===== config.mk =====
export PLATFORM = sky130hd
export DESIGN_NAME = bit_serializer_flat
export DESIGN_NICKNAME = d
export VERILOG_FILES = /design/src/rtl/bit_ser_pkg.sv /design/src/rtl/bit_serializer_if.sv /design/src/rtl/bit_ser_fifo.sv /design/src/rtl/bit_serializer.sv /design/src/flat_wrapper.sv
export SDC_FILE = /design/constraint.sdc
export NUM_CORES = 1
export LEC_CHECK = 0
export CORE_UTILIZATION = 62
export DETAILED_ROUTE_END_ITERATION = 12
export GPL_TIMING_DRIVEN = 1
export PLACE_DENSITY = 0.83
export SYNTH_ARGS = -nofsm -noshare
export SYNTH_HDL_FRONTEND = slang
export SYNTH_SLANG_ARGS = --single-unit

===== constraint.sdc =====
create_clock -name clk -period 5.01 [get_ports clk]
set_clock_uncertainty 0.1 [all_clocks]
set_input_delay 1.002 -clock clk [delete_from_list [all_inputs] [get_ports clk]]
set_output_delay 1.002 -clock clk [all_outputs]
set_load 0.005 [all_outputs]

===== src/rtl/bit_ser_pkg.sv =====
// Shared types and defaults for the bit serializer slice.
// Latency: n/a (declarations only).
// Backpressure: n/a.
package bit_ser_pkg;

  localparam int BIT_SER_WIDTH = 8;
  localparam int BIT_SER_DEPTH = 4;

  typedef logic [0:0] state_t;
  localparam state_t S_IDLE  = 1'b0;
  localparam state_t S_SHIFT = 1'b1;

  // One extra wrap bit over the address so full and empty are distinguishable.
  function automatic int ptr_w(input int depth);
    return $clog2(depth) + 1;
  endfunction

endpackage


===== src/rtl/bit_serializer_if.sv =====
// Parallel-in / serial-out bundle between a word source and the serializer.
// Latency: n/a (wires only).
// Backpressure: din_ready qualifies din_valid; the serial side has none.
interface bit_serializer_if
  import bit_ser_pkg::*;
#(
  parameter int WIDTH = BIT_SER_WIDTH
);
  logic [WIDTH-1:0] din;
  logic             din_valid;
  logic             din_ready;
  logic             sout;
  logic             sout_valid;
  logic             word_done;
  logic             busy;

  modport master (
    output din, din_valid,
    input  din_ready, sout, sout_valid, word_done, busy
  );

  modport slave (
    input  din, din_valid,
    output din_ready, sout, sout_valid, word_done, busy
  );
endinterface


===== src/rtl/bit_ser_fifo.sv =====
// Synchronous word FIFO with wrap-bit pointers.
// Latency: a push is visible at rdata/empty on the following cycle.
// Backpressure: pushes while full and pops while empty are ignored.
module bit_ser_fifo
  import bit_ser_pkg::*;
#(
  parameter int WIDTH = BIT_SER_WIDTH,
  parameter int DEPTH = BIT_SER_DEPTH
) (
  input  logic             clk,
  input  logic             rst,
  input  logic             push,
  input  logic             pop,
  input  logic [WIDTH-1:0] wdata,
  output logic [WIDTH-1:0] rdata,
  output logic             full,
  output logic             empty
);
  localparam int PW = ptr_w(DEPTH);
  localparam int AW = PW - 1;

  logic [WIDTH-1:0] mem [DEPTH];
  logic [PW-1:0]    wr_ptr;
  logic [PW-1:0]    rd_ptr;
  logic             do_push;
  logic             do_pop;

  assign full    = (wr_ptr[AW] != rd_ptr[AW]) && (wr_ptr[AW-1:0] == rd_ptr[AW-1:0]);
  assign empty   = (wr_ptr == rd_ptr);
  assign do_push = push && !full;
  assign do_pop  = pop && !empty;
  assign rdata   = mem[rd_ptr[AW-1:0]];

  always_ff @(posedge clk) begin
    if (rst) begin
      wr_ptr <= '0;
      rd_ptr <= '0;
    end else begin
      if (do_push) wr_ptr <= wr_ptr + PW'(1);
      if (do_pop)  rd_ptr <= rd_ptr + PW'(1);
    end
  end

  always_ff @(posedge clk) begin
    if (do_push) mem[wr_ptr[AW-1:0]] <= wdata;
  end

endmodule


===== src/rtl/bit_serializer.sv =====
// Buffers parallel words and shifts them out one bit per clock (MSB first; LSB first with BIT_SER_LSB_FIRST_EN).
// Latency: word accepted in cycle T emits its first bit in T+2; queued words follow with no gap.
// Backpressure: din_ready drops while the FIFO is full; the serial output cannot be stalled.
module bit_serializer
  import bit_ser_pkg::*;
#(
  parameter int WIDTH = BIT_SER_WIDTH,
  parameter int DEPTH = BIT_SER_DEPTH
) (
  input  logic             clk,
  input  logic             rst,
  bit_serializer_if.slave  bus
);
  localparam int CW = $clog2(WIDTH);

  state_t           state;
  logic [WIDTH-1:0] shreg;
  logic [WIDTH-1:0] shifted;
  logic [WIDTH-1:0] rdata;
  logic [CW-1:0]    cnt;
  logic             done_q;
  logic             full;
  logic             empty;
  logic             push;
  logic             load;

  assign push = bus.din_valid && !full;

  // Reload on the last bit of a word keeps consecutive words contiguous.
  assign load = !empty && ((state == S_IDLE) || (cnt == '0));

  bit_ser_fifo #(
    .WIDTH (WIDTH),
    .DEPTH (DEPTH)
  ) u_fifo (
    .clk   (clk),
    .rst   (rst),
    .push  (push),
    .pop   (load),
    .wdata (bus.din),
    .rdata (rdata),
    .full  (full),
    .empty (empty)
  );

  // The register drains to zero after a full word, so sout idles low without gating.
`ifdef BIT_SER_LSB_FIRST_EN
  assign shifted  = {1'b0, shreg[WIDTH-1:1]};
  assign bus.sout = shreg[0];
`else
  assign shifted  = {shreg[WIDTH-2:0], 1'b0};
  assign bus.sout = shreg[WIDTH-1];
`endif

  always_ff @(posedge clk) begin
    if (rst) begin
      state  <= S_IDLE;
      shreg  <= '0;
      cnt    <= '0;
      done_q <= 1'b0;
    end else if (load) begin
      state  <= S_SHIFT;
      shreg  <= rdata;
      cnt    <= CW'(WIDTH - 1);
      done_q <= 1'b0;
    end else if (state == S_SHIFT) begin
      shreg <= shifted;
      if (cnt == '0) begin
        state  <= S_IDLE;
        done_q <= 1'b0;
      end else begin
        cnt    <= cnt - CW'(1);
        done_q <= (cnt == CW'(1));
      end
    end
  end

  assign bus.sout_valid = (state == S_SHIFT);
  assign bus.word_done  = done_q;
  assign bus.din_ready  = !full;
  assign bus.busy       = (state == S_SHIFT) || !empty;

endmodule

===== src/flat_wrapper.sv =====
// flat-port wrapper written by rule: the top's interface ports become plain ports
module bit_serializer_flat import bit_ser_pkg::*;
#(
  parameter int WIDTH = BIT_SER_WIDTH,
  parameter int DEPTH = BIT_SER_DEPTH
)
  (clk, rst, bus_din, bus_din_valid, bus_din_ready, bus_sout, bus_sout_valid, bus_word_done, bus_busy);
  bit_serializer_if #(.WIDTH(WIDTH)) bus_i ();
  input  logic clk;
  input  logic rst;
  input wire logic [$bits(bus_i.din)-1:0] bus_din;
  input wire logic [$bits(bus_i.din_valid)-1:0] bus_din_valid;
  output wire logic [$bits(bus_i.din_ready)-1:0] bus_din_ready;
  output wire logic [$bits(bus_i.sout)-1:0] bus_sout;
  output wire logic [$bits(bus_i.sout_valid)-1:0] bus_sout_valid;
  output wire logic [$bits(bus_i.word_done)-1:0] bus_word_done;
  output wire logic [$bits(bus_i.busy)-1:0] bus_busy;
  assign bus_i.din = bus_din;
  assign bus_i.din_valid = bus_din_valid;
  assign bus_din_ready = bus_i.din_ready;
  assign bus_sout = bus_i.sout;
  assign bus_sout_valid = bus_i.sout_valid;
  assign bus_word_done = bus_i.word_done;
  assign bus_busy = bus_i.busy;
  bit_serializer #(.WIDTH(WIDTH), .DEPTH(DEPTH)) u_core (.clk(clk), .rst(rst), .bus(bus_i));
endmodule

# Word level (Yosys, flattened, before mapping)
# Memories as Yosys holds them, arrays and structs flattened. A register that Yosys moved wholly into a read port is not among the register bits.
# Index checks and enable logic that the tools add are counted.
[totals]
reg_bits = 19
ramBits = 32
inputBits = 11
out_inout_bits = 5
elab_cells = 42
mem_count = 1
[classes]
addsub = 3
n_eq_ne = 5
muxes = 13
bitwise = 1
n_reduce_logical = 13
[mem_list]
columns = ["memory", "words", "word_bits", "rd", "rd_ports_with_merged_regs", "write_ports", "line", "rtl"]
rows = [
  ["u_core.u_fifo.mem", 4, 8, 1, 1, 1, "bit_ser_fifo.sv:22", "logic [WIDTH-1:0] mem [DEPTH];"],
]
[ops]
columns = ["op", "count"]
rows = [
  ["$mux 8", 2],
  ["$mux 3", 3],
  ["$add 3x1->3 const B", 2],
  ["$mux 1", 6],
  ["$logic_and 1x1->1", 5],
  ["$mux 2", 2],
  ["$eq 3x1->1 const B", 1],
  ["$eq 3x3->1", 1],
  ["$logic_not 3->1", 1],
  ["$sub 3x1->3 const B", 1],
  ["$eq 2x2->1", 1],
  ["$logic_not 1->1", 2],
  ["$logic_or 1x1->1", 2],
  ["$ne 2x2->1 const B", 1],
  ["$reduce_and 2->1", 1],
  ["$reduce_bool 2->1", 1],
  ["$reduce_or 2->1", 1],
  ["$ne 1x1->1", 1],
  ["$not 1->1", 1],
]

# Logic depth before layout (Yosys ltp)
[depth]
ltp_word = 7
depth_mapped = 7
ltp_nobuf = 6

# Hierarchy
# Synthesis repeated with hierarchy kept, for this count alone.
[hier_totals]
hier_cells = 202
area_unflattened_um2 = 2610.0
[modules_own_cells]
columns = ["module", "instances", "cells_per_inst", "area_each_um2"]
rows = [
  ["bit_ser_fifo", 1, 110, 1731.7],
  ["bit_serializer", 1, 92, 878.3],
]

# Least setup slack after synthesis
# OpenSTA, ideal clock, no wires.
[synth_path]
path_kind = "register to output"
from = "register u_core.u_fifo.wr_ptr[1]"
to = "output bus_busy"
arrival_ns = 1.015
t_required_ns = 3.908
slack_ns = 2.893
path_stages_with_launch = 5
cell_sequence = "dfxtp_1 xor2_1 nor3_2 buf_2 nand2b_1"
[synth_between]
elab_chain_len = 3
[synth_rtl]
columns = ["element", "line", "rtl"]
rows = [
  ["from (decl)", "bit_ser_fifo.sv:23", "logic [PW-1:0] wr_ptr;"],
  ["from (signal assigned)", "bit_ser_fifo.sv:39", "if (do_push) wr_ptr <= wr_ptr + PW'(1);"],
  ["$eq 3x3->1", "bit_ser_fifo.sv:29", "assign empty = (wr_ptr == rd_ptr);"],
  ["$logic_not 1->1", "bit_serializer.sv:81", "assign bus.busy = (state == S_SHIFT) || !empty;"],
  ["$logic_or 1x1->1", "bit_serializer.sv:81", ""],
  ["to (decl)", "flat_wrapper.sv:17", "output wire logic [$bits(bus_i.busy)-1:0] bus_busy;"],
]
# Every way passes these cells.

# Worst setup path in the final report
# Same ends and word-level chain as after synthesis.

==> impl_results.md <==
* Hold Vio Cnt, Final at 0
* Total power at 1310 µW
* Worst Path Required at 3.91 ns
* # diodes at 0
* H-tree Lvls at 2
* Global route total overflow at 0
* Placer congestion estimate at 0.737
* CTS tree: yes
* Clock power share at 0.178
* Post-synth cell types at 31
* Final period utilization at 0.653
* CTS Buffer Depth at 2
* Max_cap viols at 0
* Die area at 0.00391 mm²
* Switching share of power at 0.339
* Final setup TNS at 0 ns
* Aggregate global-route resource usage at 0.211
* Max-slew violations at 0
* Initial antenna violation count at 0
* Peak VDD IR at 0.000322 V
* Finished Core Util at 0.741
* WP data arrival at 2.17 ns
* DP HPWL at 2570 µm
* P_leak at 0.000872 µW
* Sequential Power Share at 0.468
* CTS Buf Count at 5
* Critical Path Sink Type: output pin
* Critical path class: flop to output pin
* Cts hold-fix bufs at 0
* Layout Area Growth over Synthesis at 11.3%
* Post-CTS Resized at 0
* First-pass GRT wire length at 6140 µm
* Routed wire per std cell at 16.4 µm
* Syn Area/Cell at 14.3 µm²
* Ys Warns at 0
* Final #Nets at 193
* Finish-stage setup viols at 0
* Post-layout min period at 3.27 ns
* Status: complete, no violations
* Cells after Synth at 159
* Worst setup SP type: flop
* Cell row count at 21
* Via density at 5.80
* CTS clk-pin slew, worst paths at 0.15 ns
* Pwr dens at 517 mW/mm²
* Routed Antenna Nets at 0
* Int Pwr at 865 µW
* DR iter-0 viols at 86
* # DRC at 0
* Psw at 443 µW
* Worst relative slew slack at 0.417
* Setup Buffers After CTS at 0
* TritonRoute pass-1 iters at 4
* Skew-Pair Late Insertion Delay at 0.37 ns
* Starting Density at 0.665
* Logic pwr share at 0.354
* Share of cells above drive strength 1 at 0.149
* Syn nets at 178
* Vias at 1282
* Largest net degree at the start of global routing at 21
* Max Clk Rate at 306 MHz
* Post-synthesis sequential area ratio at 0.608
* Synth Register Bits at 53
* RSZ-0062 raised after global routing: false
* Die Width at 62.5 µm
* Root buf cell: clkbuf_4
* Port buffer count at 15
* Mapped Area at 0.00227 mm²
* Number of global-route vias before repair at 1333
* Ports at 16
* Total length of routed wires at 3630 µm
* Hold Crit Class: flop to flop
* Worst-Margin Slew at 0.871 ns
* Chip Height at 62.5 µm
* Clock tree sinks at 53
* Crit path max fanout at 11
* Core area at 0.00342 mm²
==> sequential cells by signal (all words and copies together), names as in the netlist, named ones only <==
| name | count |
|---|---|
| u_core.u_fifo.mem | 32 |
| u_core.shreg | 8 |
| u_core.u_fifo.rd_ptr | 3 |
| u_core.cnt | 3 |
| u_core.u_fifo.wr_ptr | 3 |
| u_core.bus.sout_valid | 1 |
| u_core.bus.word_done | 1 |
==> logic make-up after synthesis <==
logic type / count (synthesis) / share of synthesized area
AO/OA/AOI/OAI: 21 / 0.0975
XOR/XNOR: 8 / 0.0308
adder cells (fa/ha/maj): 8 / 0.0441
buffers and inverters: 19 / 0.0330
flip-flops: 53 / 0.608
multiplexers: 11 / 0.0925
AND/OR/NAND/NOR: 39 / 0.0942
==> final cells by class <==
class | instances | area, µm²
timing repair buffer | 15 | 150
tap | 46 | 57.6
clock inverter | 2 | 38.8
sequential | 53 | 1380
clock buffer | 6 | 41.3
multi-input combinational | 87 | 816
inverter | 12 | 45.0
fill | 241 | 886
==> layer usage <==
layer  wire length [µm]  global-route usage  up-vias
li1                   -                   -      624
met1               1590               0.245      628
met2               1860               0.372       23
met3                120              0.0456        7
met4                 48              0.0930        0
met5                  0                   0        -
==> power by group through the flow <==
| stage | sequential, µW | clock (µW) | combinational [µW] |
|---|---|---|---|
| floorplan | 581 | 0 | 398 |
| global placement | 620 | 0 | 451 |
| detailed placement | 625 | 0 | 466 |
| CTS | 615 | 237 | 469 |
| global route | 624 | 256 | 516 |
| finish | 613 | 232 | 463 |
==> worst max-delay path, stage by stage, from the launching register on <==
cell and delay, ns:
dfxtp_1 0.50, xor2_1 0.14, nor3_2 0.61, nand2b_1 0.10, clkdlybuf4s50_1 0.46
==> metrics by stage <==
stage | hold WS [ns] | instance area (µm²) | std cells | worst slack [ns]
floorplan | 0.353 | 2270 | 159 | 2.89
global placement | 0.363 | 2450 | 213 | 2.20
detailed placement | 0.372 | 2450 | 213 | 2.13
CTS | 0.373 | 2530 | 221 | 1.72
global route | 0.410 | 2530 | 221 | 1.51
finish | 0.384 | 2530 | 221 | 1.74
==> cells in the mapped netlist <==
| library cell | instances | area, µm² |
|---|---|---|
| o31a_1 | 1 | 8.76 |
| nor2_1 | 5 | 18.8 |
| a211oi_1 | 2 | 15.0 |
| mux2i_1 | 3 | 30.0 |
| a221oi_1 | 1 | 8.76 |
| nand2_1 | 2 | 7.51 |
| buf_2 | 3 | 15.0 |
| nor3_2 | 1 | 10.0 |
| ha_1 | 8 | 100 |
| nand3b_1 | 2 | 15.0 |
| or3_1 | 1 | 6.26 |
| inv_1 | 12 | 45.0 |
| mux4_2 | 8 | 180 |
| a2111oi_2 | 7 | 105 |
| dfxtp_1 | 21 | 420 |
| nand3_1 | 1 | 5.00 |
| nand2b_1 | 2 | 12.5 |
| clkbuf_1 | 3 | 11.3 |
| a21o_4 | 1 | 15.0 |
| a21oi_1 | 5 | 25.0 |
| nand3_2 | 1 | 10.0 |
| buf_1 | 1 | 3.75 |
| and2_1 | 5 | 31.3 |
| nor3b_1 | 1 | 7.51 |
| edfxtp_1 | 32 | 961 |
| a21o_1 | 1 | 7.51 |
| xor2_1 | 3 | 26.3 |
| a21bo_1 | 2 | 20.0 |
| xnor2_1 | 5 | 43.8 |
| nor3_1 | 18 | 90.1 |
| a32oi_2 | 1 | 16.3 |
==> cells in the final DEF, fill, tap and decap left out <==
master,instances
edfxtp_1,32
dfxtp_1,21
nor3_1,18
clkdlybuf4s50_1,15
inv_1,12
mux4_2,8
ha_1,8
a2111oi_2,7
xnor2_1,5
and2_1,5
a21oi_1,5
nor2_1,5
clkbuf_4,5
xor2_1,3
mux2i_1,3
nand2b_1,2
nand2_1,2
a211oi_1,2
a21bo_1,2
nand3b_1,2
nor3_2,1
nand3_1,1
o31a_1,1
a21o_4,1
nand3_2,1
or3_1,1
a32oi_2,1
nor3b_1,1
a21o_1,1
a221oi_1,1
bufinv_16,1
clkinv_4,1
clkbuf_1,1
==> worst paths after layout <==
| kind | from | to | slack (ns) | depth (start not counted) |
|---|---|---|---|---|
| worst max-delay path | u_core.u_fifo.wr_ptr[1] | bus_busy | 1.74 | 4 |
| worst min-delay path | u_core.shreg[0] | u_core.shreg[1] | 0.38 | 2 |
| worst min register to register | u_core.shreg[0] | u_core.shreg[1] | 0.38 | 2 |
| worst max register to register | u_core.u_fifo.rd_ptr[2] | u_core.u_fifo.mem[2][6] | 2.98 | 3 |
Power figures use the tool's default switching activity.
